### config.mk
export PLATFORM = sky130hd
export DESIGN_NAME = mod_counter_n_flat
export DESIGN_NICKNAME = d
export VERILOG_FILES = /design/src/rtl/mod_counter_n_pkg.sv /design/src/rtl/mod_counter_n_if.sv /design/src/rtl/dreg.sv /design/src/rtl/mod_counter_n_next.sv /design/src/rtl/mod_counter_n.sv /design/src/flat_wrapper.sv
export SDC_FILE = /design/constraint.sdc
export NUM_CORES = 1
export LEC_CHECK = 0
export ABC_AREA = 1
export ABC_CLOCK_PERIOD_IN_PS = 2600
export CAP_MARGIN = 25
export CELL_PAD_IN_SITES_DETAIL_PLACEMENT = 1
export CELL_PAD_IN_SITES_GLOBAL_PLACEMENT = 1
export CORE_MARGIN = 1.5
export CORE_UTILIZATION = 32
export CTS_CLUSTER_SIZE = 16
export DETAILED_ROUTE_END_ITERATION = 6
export PLACE_DENSITY_LB_ADDON = 0.15
export SYNTH_ARGS = -nofsm -noshare
export SYNTH_HDL_FRONTEND = slang
export SYNTH_SLANG_ARGS = --single-unit
### constraint.sdc
create_clock -name clk -period 2.6 [get_ports clk]
set_input_delay 0.52 -clock clk [delete_from_list [all_inputs] [get_ports clk]]
set_output_delay 0.52 -clock clk [all_outputs]
set_load 0.01 [all_outputs]
### src/rtl/mod_counter_n_pkg.sv
// Shared constants for the clock-datapath digit counters.
// Direction encodings, clock-field moduli and a width helper.
package counter_pkg;

    localparam logic CNT_DIR_UP   = 1'b1;
    localparam logic CNT_DIR_DOWN = 1'b0;

    localparam int MOD_SEC_LO = 10;
    localparam int MOD_SEC_HI = 6;
    localparam int MOD_HR     = 24;

    // Bits needed to hold 0..n-1.
    function automatic int clog2(input int n);
        int r;
        int v;
        r = 0;
        v = n - 1;
        while (v > 0) begin
            r++;
            v = v >> 1;
        end
        return r;
    endfunction

endpackage

### src/rtl/mod_counter_n_if.sv
// Control/status bundle between a digit counter and its driver.
// MOD_COUNTER_N_SAT_EN adds the sat_mode control line.
interface mod_counter_n_if #(
    parameter int WIDTH = 4
);
    logic             clr;
    logic             load;
    logic [WIDTH-1:0] load_val;
    logic             cnt_en;
    logic             cnt_up;
`ifdef MOD_COUNTER_N_SAT_EN
    logic             sat_mode;
`endif
    logic [WIDTH-1:0] cnt;
    logic             carryout;
    logic             borrowout;
    logic             load_err;

`ifdef MOD_COUNTER_N_SAT_EN
    modport master (
        output clr, load, load_val, cnt_en, cnt_up, sat_mode,
        input  cnt, carryout, borrowout, load_err
    );
    modport slave (
        input  clr, load, load_val, cnt_en, cnt_up, sat_mode,
        output cnt, carryout, borrowout, load_err
    );
`else
    modport master (
        output clr, load, load_val, cnt_en, cnt_up,
        input  cnt, carryout, borrowout, load_err
    );
    modport slave (
        input  clr, load, load_val, cnt_en, cnt_up,
        output cnt, carryout, borrowout, load_err
    );
`endif

endinterface

### src/rtl/dreg.sv
// Single-bit D flip-flop cell, no reset.
// Reset is applied by the caller through its next-state logic.
module dreg (
    input  logic clk,
    input  logic d,
    output logic q
);

    always_ff @(posedge clk) begin
        q <= d;
    end

endmodule

### src/rtl/mod_counter_n_next.sv
// Next-state logic for mod_counter_n: priority rst > clr > load > cnt_en.
// Arithmetic at WIDTH+1 bits so MODULUS == 2**WIDTH cannot overflow.
module mod_counter_n_next #(
    parameter int WIDTH     = 4,
    parameter int MODULUS   = 10,
    parameter int RESET_VAL = 0
) (
    input  logic [WIDTH-1:0] cnt,
    input  logic             rst,
    input  logic             clr,
    input  logic             load,
    input  logic [WIDTH-1:0] load_val,
    input  logic             cnt_en,
    input  logic             cnt_up,
    input  logic             sat,
    output logic [WIDTH-1:0] nxt,
    output logic             err
);

    localparam int W1 = WIDTH + 1;
    localparam logic [WIDTH:0]   MOD_W = W1'(MODULUS);
    localparam logic [WIDTH:0]   ONE_W = W1'(1);
    localparam logic [WIDTH-1:0] TOP   = WIDTH'(MODULUS - 1);
    localparam logic [WIDTH-1:0] RST_V = WIDTH'(RESET_VAL);

    logic [WIDTH:0] cnt_w;
    logic [WIDTH:0] ld_w;
    logic [WIDTH:0] inc_w;
    logic [WIDTH:0] dec_w;

    assign cnt_w = {1'b0, cnt};
    assign ld_w  = {1'b0, load_val};
    assign inc_w = cnt_w + ONE_W;
    assign dec_w = cnt_w - ONE_W;

    always_comb begin
        nxt = cnt;
        err = 1'b0;
        if (rst) begin
            nxt = RST_V;
        end else if (clr) begin
            nxt = '0;
        end else if (load) begin
            if (ld_w < MOD_W) begin
                nxt = load_val;
            end else begin
                nxt = TOP;
                err = 1'b1;
            end
        end else if (cnt_en) begin
            if (cnt_up) begin
                // Also catches an out-of-range count, which restarts at 0.
                if (inc_w >= MOD_W) nxt = sat ? TOP : '0;
                else                nxt = inc_w[WIDTH-1:0];
            end else begin
                if (cnt_w == '0)         nxt = sat ? '0 : TOP;
                else if (cnt_w >= MOD_W) nxt = TOP;
                else                     nxt = dec_w[WIDTH-1:0];
            end
        end
    end

endmodule

### src/rtl/mod_counter_n.sv
// Modulo-N up/down digit counter with ripple carry/borrow for chaining.
// Define MOD_COUNTER_N_SAT_EN to add saturating mode (bus.sat_mode).
module mod_counter_n
    import counter_pkg::*;
#(
    parameter int WIDTH     = 4,
    parameter int MODULUS   = 10,
    parameter int RESET_VAL = 0
) (
    input logic            clk,
    input logic            rst_n,
    mod_counter_n_if.slave bus
);

    localparam logic [WIDTH-1:0] TOP = WIDTH'(MODULUS - 1);

    if (WIDTH < 1 || WIDTH > 16 || MODULUS < 2 ||
        MODULUS > (1 << WIDTH) ||
        RESET_VAL < 0 || RESET_VAL >= MODULUS) begin : g_bad_cfg
        $fatal(1, "mod_counter_n: illegal WIDTH/MODULUS/RESET_VAL");
    end

    logic [WIDTH-1:0] cnt_q;
    logic [WIDTH-1:0] cnt_d;
    logic             err_q;
    logic             err_d;
    logic             sat;

`ifdef MOD_COUNTER_N_SAT_EN
    assign sat = bus.sat_mode;
`else
    assign sat = 1'b0;
`endif

    mod_counter_n_next #(
        .WIDTH     (WIDTH),
        .MODULUS   (MODULUS),
        .RESET_VAL (RESET_VAL)
    ) u_next (
        .cnt      (cnt_q),
        .rst      (rst_n),
        .clr      (bus.clr),
        .load     (bus.load),
        .load_val (bus.load_val),
        .cnt_en   (bus.cnt_en),
        .cnt_up   (bus.cnt_up),
        .sat      (sat),
        .nxt      (cnt_d),
        .err      (err_d)
    );

    for (genvar i = 0; i < WIDTH; i++) begin : g_bit
        dreg u_bit (
            .clk (clk),
            .d   (cnt_d[i]),
            .q   (cnt_q[i])
        );
    end

    dreg u_err (
        .clk (clk),
        .d   (err_d),
        .q   (err_q)
    );

    // Carry/borrow ignore clr/load so the next digit still sees the wrap.
    assign bus.carryout  = bus.cnt_en & (bus.cnt_up == CNT_DIR_UP) &
                           ~sat & (cnt_q == TOP);
    assign bus.borrowout = bus.cnt_en & (bus.cnt_up == CNT_DIR_DOWN) &
                           ~sat & (cnt_q == '0);
    assign bus.cnt       = cnt_q;
    assign bus.load_err  = err_q;

endmodule

### src/flat_wrapper.sv
// flat-port wrapper written by rule: the top's interface ports become plain ports
module mod_counter_n_flat import counter_pkg::*;
#(
    parameter int WIDTH     = 4,
    parameter int MODULUS   = 10,
    parameter int RESET_VAL = 0
)
  (clk, rst_n, bus_clr, bus_load, bus_load_val, bus_cnt_en, bus_cnt_up, bus_cnt, bus_carryout, bus_borrowout, bus_load_err);
  mod_counter_n_if #(.WIDTH(WIDTH)) bus_i ();
  input logic clk;
  input logic rst_n;
  input wire logic [$bits(bus_i.clr)-1:0] bus_clr;
  input wire logic [$bits(bus_i.load)-1:0] bus_load;
  input wire logic [$bits(bus_i.load_val)-1:0] bus_load_val;
  input wire logic [$bits(bus_i.cnt_en)-1:0] bus_cnt_en;
  input wire logic [$bits(bus_i.cnt_up)-1:0] bus_cnt_up;
  output wire logic [$bits(bus_i.cnt)-1:0] bus_cnt;
  output wire logic [$bits(bus_i.carryout)-1:0] bus_carryout;
  output wire logic [$bits(bus_i.borrowout)-1:0] bus_borrowout;
  output wire logic [$bits(bus_i.load_err)-1:0] bus_load_err;
  assign bus_i.clr = bus_clr;
  assign bus_i.load = bus_load;
  assign bus_i.load_val = bus_load_val;
  assign bus_i.cnt_en = bus_cnt_en;
  assign bus_i.cnt_up = bus_cnt_up;
  assign bus_cnt = bus_i.cnt;
  assign bus_carryout = bus_i.carryout;
  assign bus_borrowout = bus_i.borrowout;
  assign bus_load_err = bus_i.load_err;
  mod_counter_n #(.WIDTH(WIDTH), .MODULUS(MODULUS), .RESET_VAL(RESET_VAL)) u_core (.clk(clk), .rst_n(rst_n), .bus(bus_i));
endmodule
==> results.ini <==
[floorplanning]
initial_utilization = 0.3363
die_h_um = 45.37
dieArea_um2 = 2058
pin_count = 17
coreArea_um2 = 1708
rows = 15
chipWidth_um = 45.37

[grt]
grt_pass1_vias = 610
grt-ovfl-total = 0
grt_first_pass_wirelength_um = 2711
track_usage = 0.1869
antenna_found_initial = 0
grt_max_degree = 9

[timing]
fin_setup_tns_ns = 0
slew_headroom = 0.7418
rsz0062_at_grt = no
fin_crit_ns = 2.349
setup_viol = 0
slew_viol_final = 0
fmax_ghz = 0.4257
period_share = 0.9035
tightest_slew_ns = 0.3859
hold_violations = 0
worst_clock_skew_ns = 0.004218

[placed_design]
port_buffers = 16
dpl.hpwl_um = 1403
placed_area_um2 = 747.0
gp_congestion = 0.8109

[logic_synthesis]
synth.distinct_cells = 22
synth_top_area_share = 0.1830
synth_seq_area_share = 0.1743
syn_inst = 95
synth_seq_cells = 5
synthTopCellsByCount = nand2_1, inv_1, nand3_1
synth-main-ff-cell = dfxtp_1
synth_fp_nets = 109
yosys.area.top_type = nand2_1
syn_area_um2 = 574.3
yosys-top-cells-area = nand2_1, dfxtp_1, inv_1
synth-edff-count = 0
synthMostInstantiatedCell = nand2_1
syn_area_per_cell_um2 = 6.045
yosysWarnings = 0
async_flop_share = 0

[power]
pwr_density_cell_nw_per_um2 = 346.2
power.internal_mw = 0.1819
switchingPower_mw = 0.08579
p_comb_frac = 0.343
peakVddDrop_uv = 111.2
cellLeakagePower_nw = 0.3506
switching_share = 0.3205
seqPwrFrac = 0.320
p_clk_frac = 0.337

[finish]
fin_area_um2 = 773.2
antenna_cells = 0
n_fill_cell = 241
syn_to_final_growth_pct = 34.64
drive_gt1_frac = 0.1239
finalNetCount = 128

[setup_path]
crit-reg2reg-launch = u_core.g_bit[1].u_bit.q
rrSetupSlack_ns = 0.92
required_ns = 2.08
cp-start-kind = flop
critPathKind = reg2out
crit_fanout = 8
critPathCaptureType = output port
rr_worst_depth = 9
arrival_ns = 1.83
r2r-end = u_core.g_bit[3].u_bit.q

[clock_network]
cts.sinks = 5
cts_tree = done
cts_buffer_depth = 2
ctsResizeCount = 0
hold_buffers = 0
post-cts-setup-buffers = 0
root_buffer = clkbuf_4
h-tree-depth = 1
clk_pin_slew_ns = 0.05
clkLatencyLatePin_ns = 0.24
numCtsBuffers = 3

[hold_path]
holdCritStartpoint = u_core.g_bit[2].u_bit.q
worstHoldPathCells = 2
hold_path_end = u_core.g_bit[2].u_bit.q
min_path_type = reg2reg

[detailed_routing]
dr.pass1.iters = 4
drt-initial-drc-count = 7
drc = 0
via_per_inst = 4.703
detail-route-antenna-nets = 0
vias = 649
drt_wl_total_um = 1677
routedWlPerCell_um = 12.15

[outcome]
status = finished clean

[run]
maxCapViolCount = 0

[cells in the final DEF, fill, tap and decap left out, types with 3 or more instances in the layout]
cell,n
nand2_1,28
clkdlybuf4s50_1,16
inv_1,14
nand3_1,9
a21oi_1,6
dfxtp_1,5
nor2_1,4
ha_1,4
buf_4,4
nor2_2,3
nand4_1,3
clkbuf_4,3
[per-stage QoR]
step | util | power (mW) | worst slack [ns] | hold slack, ns | cells
6_report | 0.4527 | 0.2677 | 0.2510 | 0.6082 | 138
5_1_grt | 0.4527 | 0.2847 | 0.08203 | 0.6197 | 138
4_1_cts | 0.4527 | 0.2731 | 0.2029 | 0.6134 | 138
3_5_place_dp | 0.4374 | 0.1793 | 0.2499 | 0.5860 | 134
3_3_place_gp | 0.4374 | 0.1770 | 0.2571 | 0.5874 | 134
2_1_floorplan | - | 0.1417 | 1.042 | 0.5970 | 95
[metal layers]
metal,up-vias,GRT usage,part of all wire
met4,0,0.07059,0
met5,-,0,0
met3,0,0.02800,0.011
met1,303,0.2651,0.49
li1,339,-,-
met2,7,0.2829,0.49
[area by class of cell]
class                      instances  area, µm²  area share
timing repair buffer              20      190.2      0.2460
clock buffer                       4      26.28     0.03398
tap                               25      31.28     0.04045
sequential                         5      100.1      0.1294
multi-input combinational         70      372.9      0.4822
inverter                          14      52.55     0.06796
[registers in the layout, indices dropped and copies added (netlist names)]
signal and flops:
u_core.g_bit.u_bit.q 4, u_core.u_err.q 1
[worst max path at each step]
stage,startpoint,endpoint,slack (ns),cells after the start
5_1_grt,u_core.g_bit[1].u_bit.q,bus_borrowout,0.08,5
2_1_floorplan,u_core.g_bit[0].u_bit.q,bus_borrowout,1.04,4
6_report,u_core.g_bit[1].u_bit.q,bus_borrowout,0.25,5
3_5_place_dp,bus_cnt_up,bus_carryout,0.25,4
4_1_cts,u_core.g_bit[1].u_bit.q,bus_borrowout,0.20,5
3_3_place_gp,bus_cnt_en,bus_carryout,0.26,4
[cell families (layout without fill, tap and decap cells)]
kind of cell / count (synthesis) / after routing / share of synthesized area
and+or+nand+nor: 53 / 53 / 0.4227
buffers and inverters: 20 / 38 / 0.1765
AOI/OAI and AO/OA: 12 / 12 / 0.1242
DFF: 5 / 5 / 0.1743
adders and majority gates: 4 / 4 / 0.08715
xor gates and xnor gates: 1 / 1 / 0.01525
[power groups by stage]
| stage | clock network (mW) | logic (mW) | registers [mW] |
|---|---|---|---|
| global placement | 0 | 0.0897 | 0.0874 |
| detailed placement | 0 | 0.0920 | 0.0873 |
| floorplan | 0 | 0.0560 | 0.0857 |
| global route | 0.0951 | 0.103 | 0.0862 |
| finish | 0.0902 | 0.0918 | 0.0857 |
| CTS | 0.0943 | 0.0929 | 0.0859 |
[critical path: stages, from the launching register on]
cell             delay, ns
dfxtp_1               0.40
inv_1                 0.15
ha_1                  0.24
nand2_1               0.10
nor3_1                0.14
clkdlybuf4s50_1       0.56
(Power assumes the default switching activity.)
